<file path="config.mk">
export PLATFORM = sky130hd
export DESIGN_NAME = i2s_transmitter
export DESIGN_NICKNAME = d
export VERILOG_FILES = /design/src/rtl/audio_pkg.sv /design/src/rtl/i2s_slot_shifter.sv /design/src/rtl/i2s_transmitter.sv
export SDC_FILE = /design/constraint.sdc
export NUM_CORES = 1
export LEC_CHECK = 0
export CORE_MARGIN = 1
export CORE_UTILIZATION = 25
export DETAILED_ROUTE_END_ITERATION = 7
export PLACE_DENSITY_LB_ADDON = 0.05
export SLEW_MARGIN = 20
export SYNTH_ARGS = -nofsm -noshare
export SYNTH_HDL_FRONTEND = slang
export SYNTH_SLANG_ARGS = --single-unit
</file>
<file path="constraint.sdc">
create_clock -name bclk -period 3.95 [get_ports bclk]
set_input_delay 0.79 -clock bclk [delete_from_list [all_inputs] [get_ports bclk]]
set_output_delay 0.79 -clock bclk [all_outputs]
set_load 0.03 [all_outputs]
</file>
<file path="src/rtl/audio_pkg.sv">
// Shared audio-chain constants: I2S frame geometry, legal sample widths
// and the one-bit I2S data delay.
package audio_pkg;

  localparam int FRAME_BCLKS    = 64;
  localparam int SLOT_BCLKS     = 32;
  localparam int CNT_W          = $clog2(FRAME_BCLKS);
  localparam int BITSIZE_16     = 16;
  localparam int BITSIZE_24     = 24;
  localparam int I2S_DELAY_BITS = 1;

  typedef enum logic {
    CH_LEFT  = 1'b0,
    CH_RIGHT = 1'b1
  } i2s_chan_e;

  function automatic bit is_legal_bitsize(input int bs);
    return (bs == BITSIZE_16) || (bs == BITSIZE_24);
  endfunction

endpackage

</file>
<file path="src/rtl/i2s_slot_shifter.sv">
// One channel's parallel-load, MSB-first shift register for the I2S transmitter.
module i2s_slot_shifter #(
  parameter int BITSIZE = 16
) (
  input  logic                      bclk,
  input  logic                      reset,
  input  logic                      load,
  input  logic                      shift,
  input  logic signed [BITSIZE-1:0] din,
  output logic                      msb
);

  logic signed [BITSIZE-1:0] word_q, word_d;

  always_comb begin
    word_d = word_q;
    if (load) begin
      word_d = din;
    end else if (shift) begin
      word_d = {word_q[BITSIZE-2:0], 1'b0};
    end
  end

  always_ff @(posedge bclk or posedge reset) begin
    if (reset) begin
      word_q <= '0;
    end else begin
      word_q <= word_d;
    end
  end

  assign msb = word_q[BITSIZE-1];

endmodule

</file>
<file path="src/rtl/i2s_transmitter.sv">
// I2S transmitter: one-deep stereo holding buffer, 64-bclk frame, registered outputs.
// Optional I2S_TX_HOLD_LAST_EN: underrun frames repeat the last transmitted pair.
module i2s_transmitter
  import audio_pkg::*;
#(
  parameter int BITSIZE = 16
) (
  input  logic                      bclk,
  input  logic                      reset,
  input  logic signed [BITSIZE-1:0] left,
  input  logic signed [BITSIZE-1:0] right,
  input  logic                      valid,
  output logic                      ready,
  output logic                      lrclk,
  output logic                      sdata,
  output logic                      underrun
);

  localparam int                SLOT_W     = $clog2(SLOT_BCLKS);
  localparam logic [SLOT_W-1:0] DATA_FIRST = SLOT_W'(I2S_DELAY_BITS);
  localparam logic [SLOT_W-1:0] DATA_LAST  = SLOT_W'(I2S_DELAY_BITS + BITSIZE - 1);
  localparam logic [CNT_W-1:0]  LAST_BCLK  = CNT_W'(FRAME_BCLKS - 1);

  generate
    if (!is_legal_bitsize(BITSIZE)) begin : g_bitsize_check
      $error("i2s_transmitter: BITSIZE must be 16 or 24, got %0d", BITSIZE);
    end
  endgenerate

  logic [CNT_W-1:0]          bit_cnt_q, bit_cnt_d;
  logic                      lrclk_q, lrclk_d;
  logic                      sdata_q, sdata_d;
  logic                      ready_q, ready_d;
  logic                      underrun_q, underrun_d;
  logic                      full_q, full_d;
  logic signed [BITSIZE-1:0] buf_l_q, buf_l_d, buf_r_q, buf_r_d;
  logic signed [BITSIZE-1:0] load_l, load_r;
  logic [SLOT_W-1:0]         slot_d;
  i2s_chan_e                 chan_d;
  logic                      frame_end, handshake, in_data;
  logic                      shift_l, shift_r, msb_l, msb_r;

  // Outputs are computed from the count being entered so they line up with bit_cnt.
  always_comb begin
    bit_cnt_d  = bit_cnt_q + CNT_W'(1);
    frame_end  = (bit_cnt_q == LAST_BCLK);
    handshake  = valid && ready_q;
    chan_d     = i2s_chan_e'(bit_cnt_d[CNT_W-1]);
    slot_d     = bit_cnt_d[SLOT_W-1:0];
    in_data    = (slot_d >= DATA_FIRST) && (slot_d <= DATA_LAST);
    shift_l    = in_data && (chan_d == CH_LEFT);
    shift_r    = in_data && (chan_d == CH_RIGHT);
    lrclk_d    = (chan_d == CH_RIGHT);
    sdata_d    = in_data && ((chan_d == CH_RIGHT) ? msb_r : msb_l);
    underrun_d = frame_end && !full_q;

    // A handshake on the load edge refills the buffer the load just found empty.
    full_d = full_q;
    if (frame_end) full_d = 1'b0;
    if (handshake) full_d = 1'b1;
    ready_d = !full_d;

    buf_l_d = handshake ? left  : buf_l_q;
    buf_r_d = handshake ? right : buf_r_q;
  end

`ifdef I2S_TX_HOLD_LAST_EN
  logic signed [BITSIZE-1:0] last_l_q, last_l_d, last_r_q, last_r_d;

  always_comb begin
    load_l   = full_q ? buf_l_q : last_l_q;
    load_r   = full_q ? buf_r_q : last_r_q;
    last_l_d = frame_end ? load_l : last_l_q;
    last_r_d = frame_end ? load_r : last_r_q;
  end

  always_ff @(posedge bclk or posedge reset) begin
    if (reset) begin
      last_l_q <= '0;
      last_r_q <= '0;
    end else begin
      last_l_q <= last_l_d;
      last_r_q <= last_r_d;
    end
  end
`else
  always_comb begin
    load_l = full_q ? buf_l_q : '0;
    load_r = full_q ? buf_r_q : '0;
  end
`endif

  always_ff @(posedge bclk or posedge reset) begin
    if (reset) begin
      bit_cnt_q  <= '0;
      lrclk_q    <= 1'b0;
      sdata_q    <= 1'b0;
      ready_q    <= 1'b1;
      underrun_q <= 1'b0;
      full_q     <= 1'b0;
    end else begin
      bit_cnt_q  <= bit_cnt_d;
      lrclk_q    <= lrclk_d;
      sdata_q    <= sdata_d;
      ready_q    <= ready_d;
      underrun_q <= underrun_d;
      full_q     <= full_d;
    end
  end

  // Buffer contents are qualified by full_q and need no reset.
  always_ff @(posedge bclk) begin
    buf_l_q <= buf_l_d;
    buf_r_q <= buf_r_d;
  end

  i2s_slot_shifter #(.BITSIZE(BITSIZE)) u_shift_left (
    .bclk  (bclk),
    .reset (reset),
    .load  (frame_end),
    .shift (shift_l),
    .din   (load_l),
    .msb   (msb_l)
  );

  i2s_slot_shifter #(.BITSIZE(BITSIZE)) u_shift_right (
    .bclk  (bclk),
    .reset (reset),
    .load  (frame_end),
    .shift (shift_r),
    .din   (load_r),
    .msb   (msb_r)
  );

  assign ready    = ready_q;
  assign lrclk    = lrclk_q;
  assign sdata    = sdata_q;
  assign underrun = underrun_q;

endmodule

</file>
Word level (Yosys, flattened, before mapping)
Index checks and enable logic that the tools add are counted.
{"block": "classes", "n_addsub": 1, "magnitude_cmp": 2, "n_eq_ne": 1, "muxes": 9, "bitwise_logic": 1, "reduce_logical": 10}
{"op": "16-bit two-way mux", "n": 6}
{"op": "6-bit by 1-bit adder with 6-bit output (second input constant)", "n": 1}
{"op": "6-bit equality test (second input constant)", "n": 1}
{"op": "1-bit logical AND", "n": 6}
{"op": "5-bit by 1-bit >= comparator with 1-bit output (second input constant)", "n": 1}
{"op": "5-bit less-or-equal comparator (second input constant)", "n": 1}
{"op": "2-bit nonzero test", "n": 2}
{"op": "1-bit two-way mux", "n": 3}
{"op": "1-bit logical NOT", "n": 2}
{"op": "1-bit inverter", "n": 1}
{"block": "word_totals", "ff_bits": 75, "input_bits": 35, "elab_cells": 34}

Depth between registers and ports, before layout
{"block": "depth", "word_depth": 6, "depth_mapped": 9}

Modules after synthesis
Synthesis repeated with hierarchy kept, for this count alone.
{"block": "hier_totals", "hier_cells": 252, "hier_area_um2": 3149.3}
{"mod": "i2s_transmitter", "instances": 1, "cells_each": 112, "area_per_inst_um2": 1657.8}
{"mod": "i2s_slot_shifter", "instances": 2, "cells_each": 70, "area_per_inst_um2": 745.7}

Least setup slack after synthesis
No wires, ideal clock.
{"block": "synth_timing", "path_kind": "flip-flop to flip-flop", "from": "register bit_cnt_q[0]", "to": "register u_shift_right.word_q[10]", "t_arrival_ns": 1.961, "t_required_ns": 3.860, "slack_ns": 1.898, "stages_incl_launch_ff": 10, "n_path_buf": 3, "synth_period_minus_slack_ns": 2.052, "path_cell_list": "dfrtp_1 ha_1 nand3_1 xor2_1 and4_4 buf_6 or3_1 buf_6 buf_8 o221ai_1"}
{"block": "synth_between", "elab_chain_cells": 5, "elab_cells_between_ends": 8, "cone_classes": "1 x add/sub; 2 x order compare; 1 x eq/ne; 1 x mux; 3 x reduce/logical"}
{"element": "start: declaration", "line_no": "i2s_transmitter.sv:30", "rtl": "logic [CNT_W-1:0] bit_cnt_q, bit_cnt_d;"}
{"element": "start signal: assignment", "line_no": "i2s_transmitter.sv:102", "rtl": "bit_cnt_q <= bit_cnt_d;"}
{"element": "6-bit by 1-bit adder with 6-bit output", "line_no": "i2s_transmitter.sv:45", "rtl": "bit_cnt_d = bit_cnt_q + CNT_W'(1);"}
{"element": "5-bit by 1-bit >= comparator with 1-bit output or 5-bit less-or-equal comparator (tied branches)", "line_no": "i2s_transmitter.sv:50", "rtl": "in_data = (slot_d >= DATA_FIRST) && (slot_d <= DATA_LAST);"}
{"element": "1-bit logical AND", "line_no": "i2s_transmitter.sv:50"}
{"element": "1-bit logical AND", "line_no": "i2s_transmitter.sv:52", "rtl": "shift_r = in_data && (chan_d == CH_RIGHT);"}
{"element": "2-bit nonzero test (no line)"}
{"element": "end signal: assignment", "line_no": "i2s_slot_shifter.sv:28", "rtl": "word_q <= word_d;"}
{"element": "end: declaration", "line_no": "i2s_slot_shifter.sv:13", "rtl": "logic signed [BITSIZE-1:0] word_q, word_d;"}
Several ways; a longest one is shown, not always the timed one.
A chain may end at the register's enable or synchronous reset.

Final worst setup path
{"block": "layout_timing", "from": "register bit_cnt_q[0]", "to": "register u_shift_left.word_q[12]"}
{"block": "layout_between", "elab_chain_cells": 5, "elab_cells_between_ends": 9, "cone_classes": "1 x add/sub; 2 x order compare; 1 x eq/ne; 1 x mux; 1 x bitwise; 3 x reduce/logical"}
{"element": "6-bit by 1-bit adder with 6-bit output", "line_no": "i2s_transmitter.sv:45"}
{"element": "5-bit by 1-bit >= comparator with 1-bit output or 5-bit less-or-equal comparator (tied branches)", "line_no": "i2s_transmitter.sv:50"}
{"element": "1-bit logical AND", "line_no": "i2s_transmitter.sv:50"}
{"element": "1-bit logical AND", "line_no": "i2s_transmitter.sv:51", "rtl": "shift_l = in_data && (chan_d == CH_LEFT);"}
{"element": "2-bit nonzero test (no line)"}
{"element": "end signal: assignment", "line_no": "i2s_slot_shifter.sv:28"}
{"element": "end: declaration", "line_no": "i2s_slot_shifter.sv:13"}
Several ways; a longest one is shown, not always the timed one.

==> impl_metrics.tcl <==
set metrics [dict create \
    path_cells "ha_1 > nand3_1 > xor2_1 > and4_4 > or3_1 > o221ai_1" \
    endpoint_kind "flop" \
    yosysTopAreaCell "dfrtp_1" \
    die_w_um 114.8 \
    clock_latency_ps 330 \
    synthTopCellsByArea "dfrtp_1 (32%), edfxtp_1 (30%), o221ai_1 (8.3%), o311ai_0 (8.3%), nand2_1 (7.6%)" \
    io_pins 39 \
    layout_commonest_cell "nand2_1" \
    postCtsSetupBuffers 0 \
    seq_area_sq_um 2014 \
    clock-sinks 74 \
    finalCritPeriodShare_pct 65.85 \
    drtIter0Drc 116 \
    cts-htree-levels 3 \
    wl_per_cell_um 15.18 \
    die-area_sq_um 13180 \
    fin_crit_ps 2601 \
    finalHoldViolCount 0 \
    cts_made_buffers 9 \
    cts_tree "built" \
    critical_path_arrival_ps 2760 \
    drive_gt1_share_pct 8.136 \
    whs_ps 540.1 \
    async_flop_share_pct 56.76 \
    synthDistinctLibCells 31 \
    wl_um 7027 \
    stdcell_count 463 \
    gp_congestion 0.7283 \
    grt_max_degree 53 \
    min_path_type "reg2reg" \
    grt_pass1_vias 2195 \
    timing.final.max_slew_violations 0 \
    antenna_found_initial 0 \
    num_rows 40 \
    syn_inst 265 \
    cp_max_fo 35 \
    synth-seq-cells 74 \
    multi_input_area_sq_um 998.5 \
    hpwl_um 3988 \
    setup_violations 0 \
    grt_util_all_layers_pct 11.73 \
    tightest_slew_ps 862.7 \
    area_growth_pct 23.95 \
    fin_nets 328 \
    core_sq_um 12210 \
    tns_ps 0 \
    clk_pin_slew_ps 60 \
    firstDrtPassIters 4 \
    clockBufferDepth 2 \
    hold_buffers 0 \
    timing.fmax_mhz 384.5 \
    cts_resized 0 \
    vdd_drop_max_uv 204.3 \
    crit_type "reg2reg" \
    grt_pass1_wl_um 11620 \
    diodes 0 \
    drt_drc_violations_left 0 \
    max-slew-margin-rel_pct 42.48 \
    final_cell_mix "nand2_1 (64), dfrtp_1 (40), clkdlybuf4s50_1 (38), edfxtp_1 (32)" \
    power_leakage_nw 1.478 \
    placed_cell_area_sq_um 3662 \
    powerDensity_nw_per_um2 427.0 \
    initial_core_util_pct 26.06 \
    maxCapViolations 0 \
    worstPathRequired_ps 4110 \
    grt.overflow.total 0 \
    fp.dieH_um 114.8 \
    synth_top_cell_area_share_pct 32.25 \
    dominantRegCellSynth "dfrtp_1" \
    rsz0062_at_grt "false" \
    syn_area_sq_um 3182 \
    power.total_w 0.001684 \
    viasPerCell 4.743 \
    outcome "finished clean" \
    synth_edf_count 32 \
    cts_root_buf "clkbuf_16" \
    fin_worst_skew_ps 8.761 \
    ant_nets 0 \
    fin_area_sq_um 3944 \
    fillers 1242 \
    syn_area_per_cell_sq_um 12.01 \
    via_count 2196 \
    portBuffers 38 \
    start_kind "flop" \
    post-place-cells 447 \
    syn_nets 303 \
    ys_seq_area_share_pct 63.27 \
    ys_warn_count 0 \
    slowest_stage "or3_1" \
    max_stage_delay_ps 550 \
]
## cells by family (layout without fill, tap and decap cells)
kind of cell / after synthesis / count (layout) / share of synthesized area [%]
AND/OR/NAND/NOR: 83 / 83 / 11.17
buffers and inverters: 35 / 65 / 5.465
flip-flops: 74 / 74 / 63.27
AO/OA/AOI/OAI: 67 / 67 / 18.09
XOR/XNOR: 3 / 3 / 0.8259
adder cells (fa/ha/maj): 3 / 3 / 1.180
## critical path: cells and delay by family (launching register included)
kind	cells	cell delay (ps)
fa+ha+maj	1	290
flops	1	470
compound gates	1	210
simple gates	3	1180
xor+xnor	1	270
## worst paths after layout
| check | endpoint | cells after the start | startpoint | slack, ps |
|---|---|---|---|---|
| setup reg to reg | u_shift_left.word_q[12] | 6 | bit_cnt_q[0] | 1350 |
| hold reg to reg | u_shift_right.word_q[0] | 2 | u_shift_right.word_q[0] | 540 |
| min in group asynchronous | underrun | 3 | reset | 920 |
| setup / recovery | u_shift_left.word_q[12] | 6 | bit_cnt_q[0] | 1350 |
| max in group asynchronous | full_q | 3 | reset | 2590 |
| hold / removal | u_shift_right.word_q[0] | 2 | u_shift_right.word_q[0] | 540 |
## cells in the mapped netlist, types with 3 or more instances
master and instances:
o221ai_1 30, inv_1 6, edfxtp_1 32, or3_1 3, o311ai_0 30, ha_1 3
buf_6 4, dfrtp_1 41, nand2_1 64, nor3_1 3, clkbuf_1 23, nor2_1 4
## through the flow
stage / setup WS (ps) / utilization, %
floorplan: 1898 / -
global placement: 1401 / 29.99
detailed placement: 1327 / 29.99
CTS: 1313 / 32.28
global route: 1046 / 32.30
finish: 1349 / 32.30
## metal layers
| layer | routed length [um] | track usage (%) |
|---|---|---|
| met5 | 0 | 0 |
| met4 | 121 | 4.762 |
| met3 | 250 | 3.795 |
| met2 | 3291 | 18.30 |
| met1 | 3363 | 15.08 |
## sequential cells by signal, summed over array words and instances, names as in the netlist
register	cells
buf_l_q	16
bit_cnt_q	6
buf_r_q	16
full_q	1
u_shift_left.word_q	16
sdata	1
underrun	1
u_shift_right.word_q	16
ready	1
## where the power goes
group          leakage, nW  switching [W]  internal [W]  total (W)
clock                0.138       0.000297      0.000485   0.000782
sequential           0.855      0.0000124      0.000821   0.000833
combinational        0.485      0.0000313     0.0000373  0.0000686
total                 1.48       0.000341       0.00134    0.00168
## area by class of cell
class | count | share of cell area (%)
timing repair buffer | 43 | 10.60
inverter | 6 | 0.5711
sequential | 74 | 51.08
clock buffer | 12 | 5.996
tap | 168 | 5.330
multi-input combinational | 156 | 25.32
clock inverter | 4 | 1.110
Power figures use the tool's default switching activity.
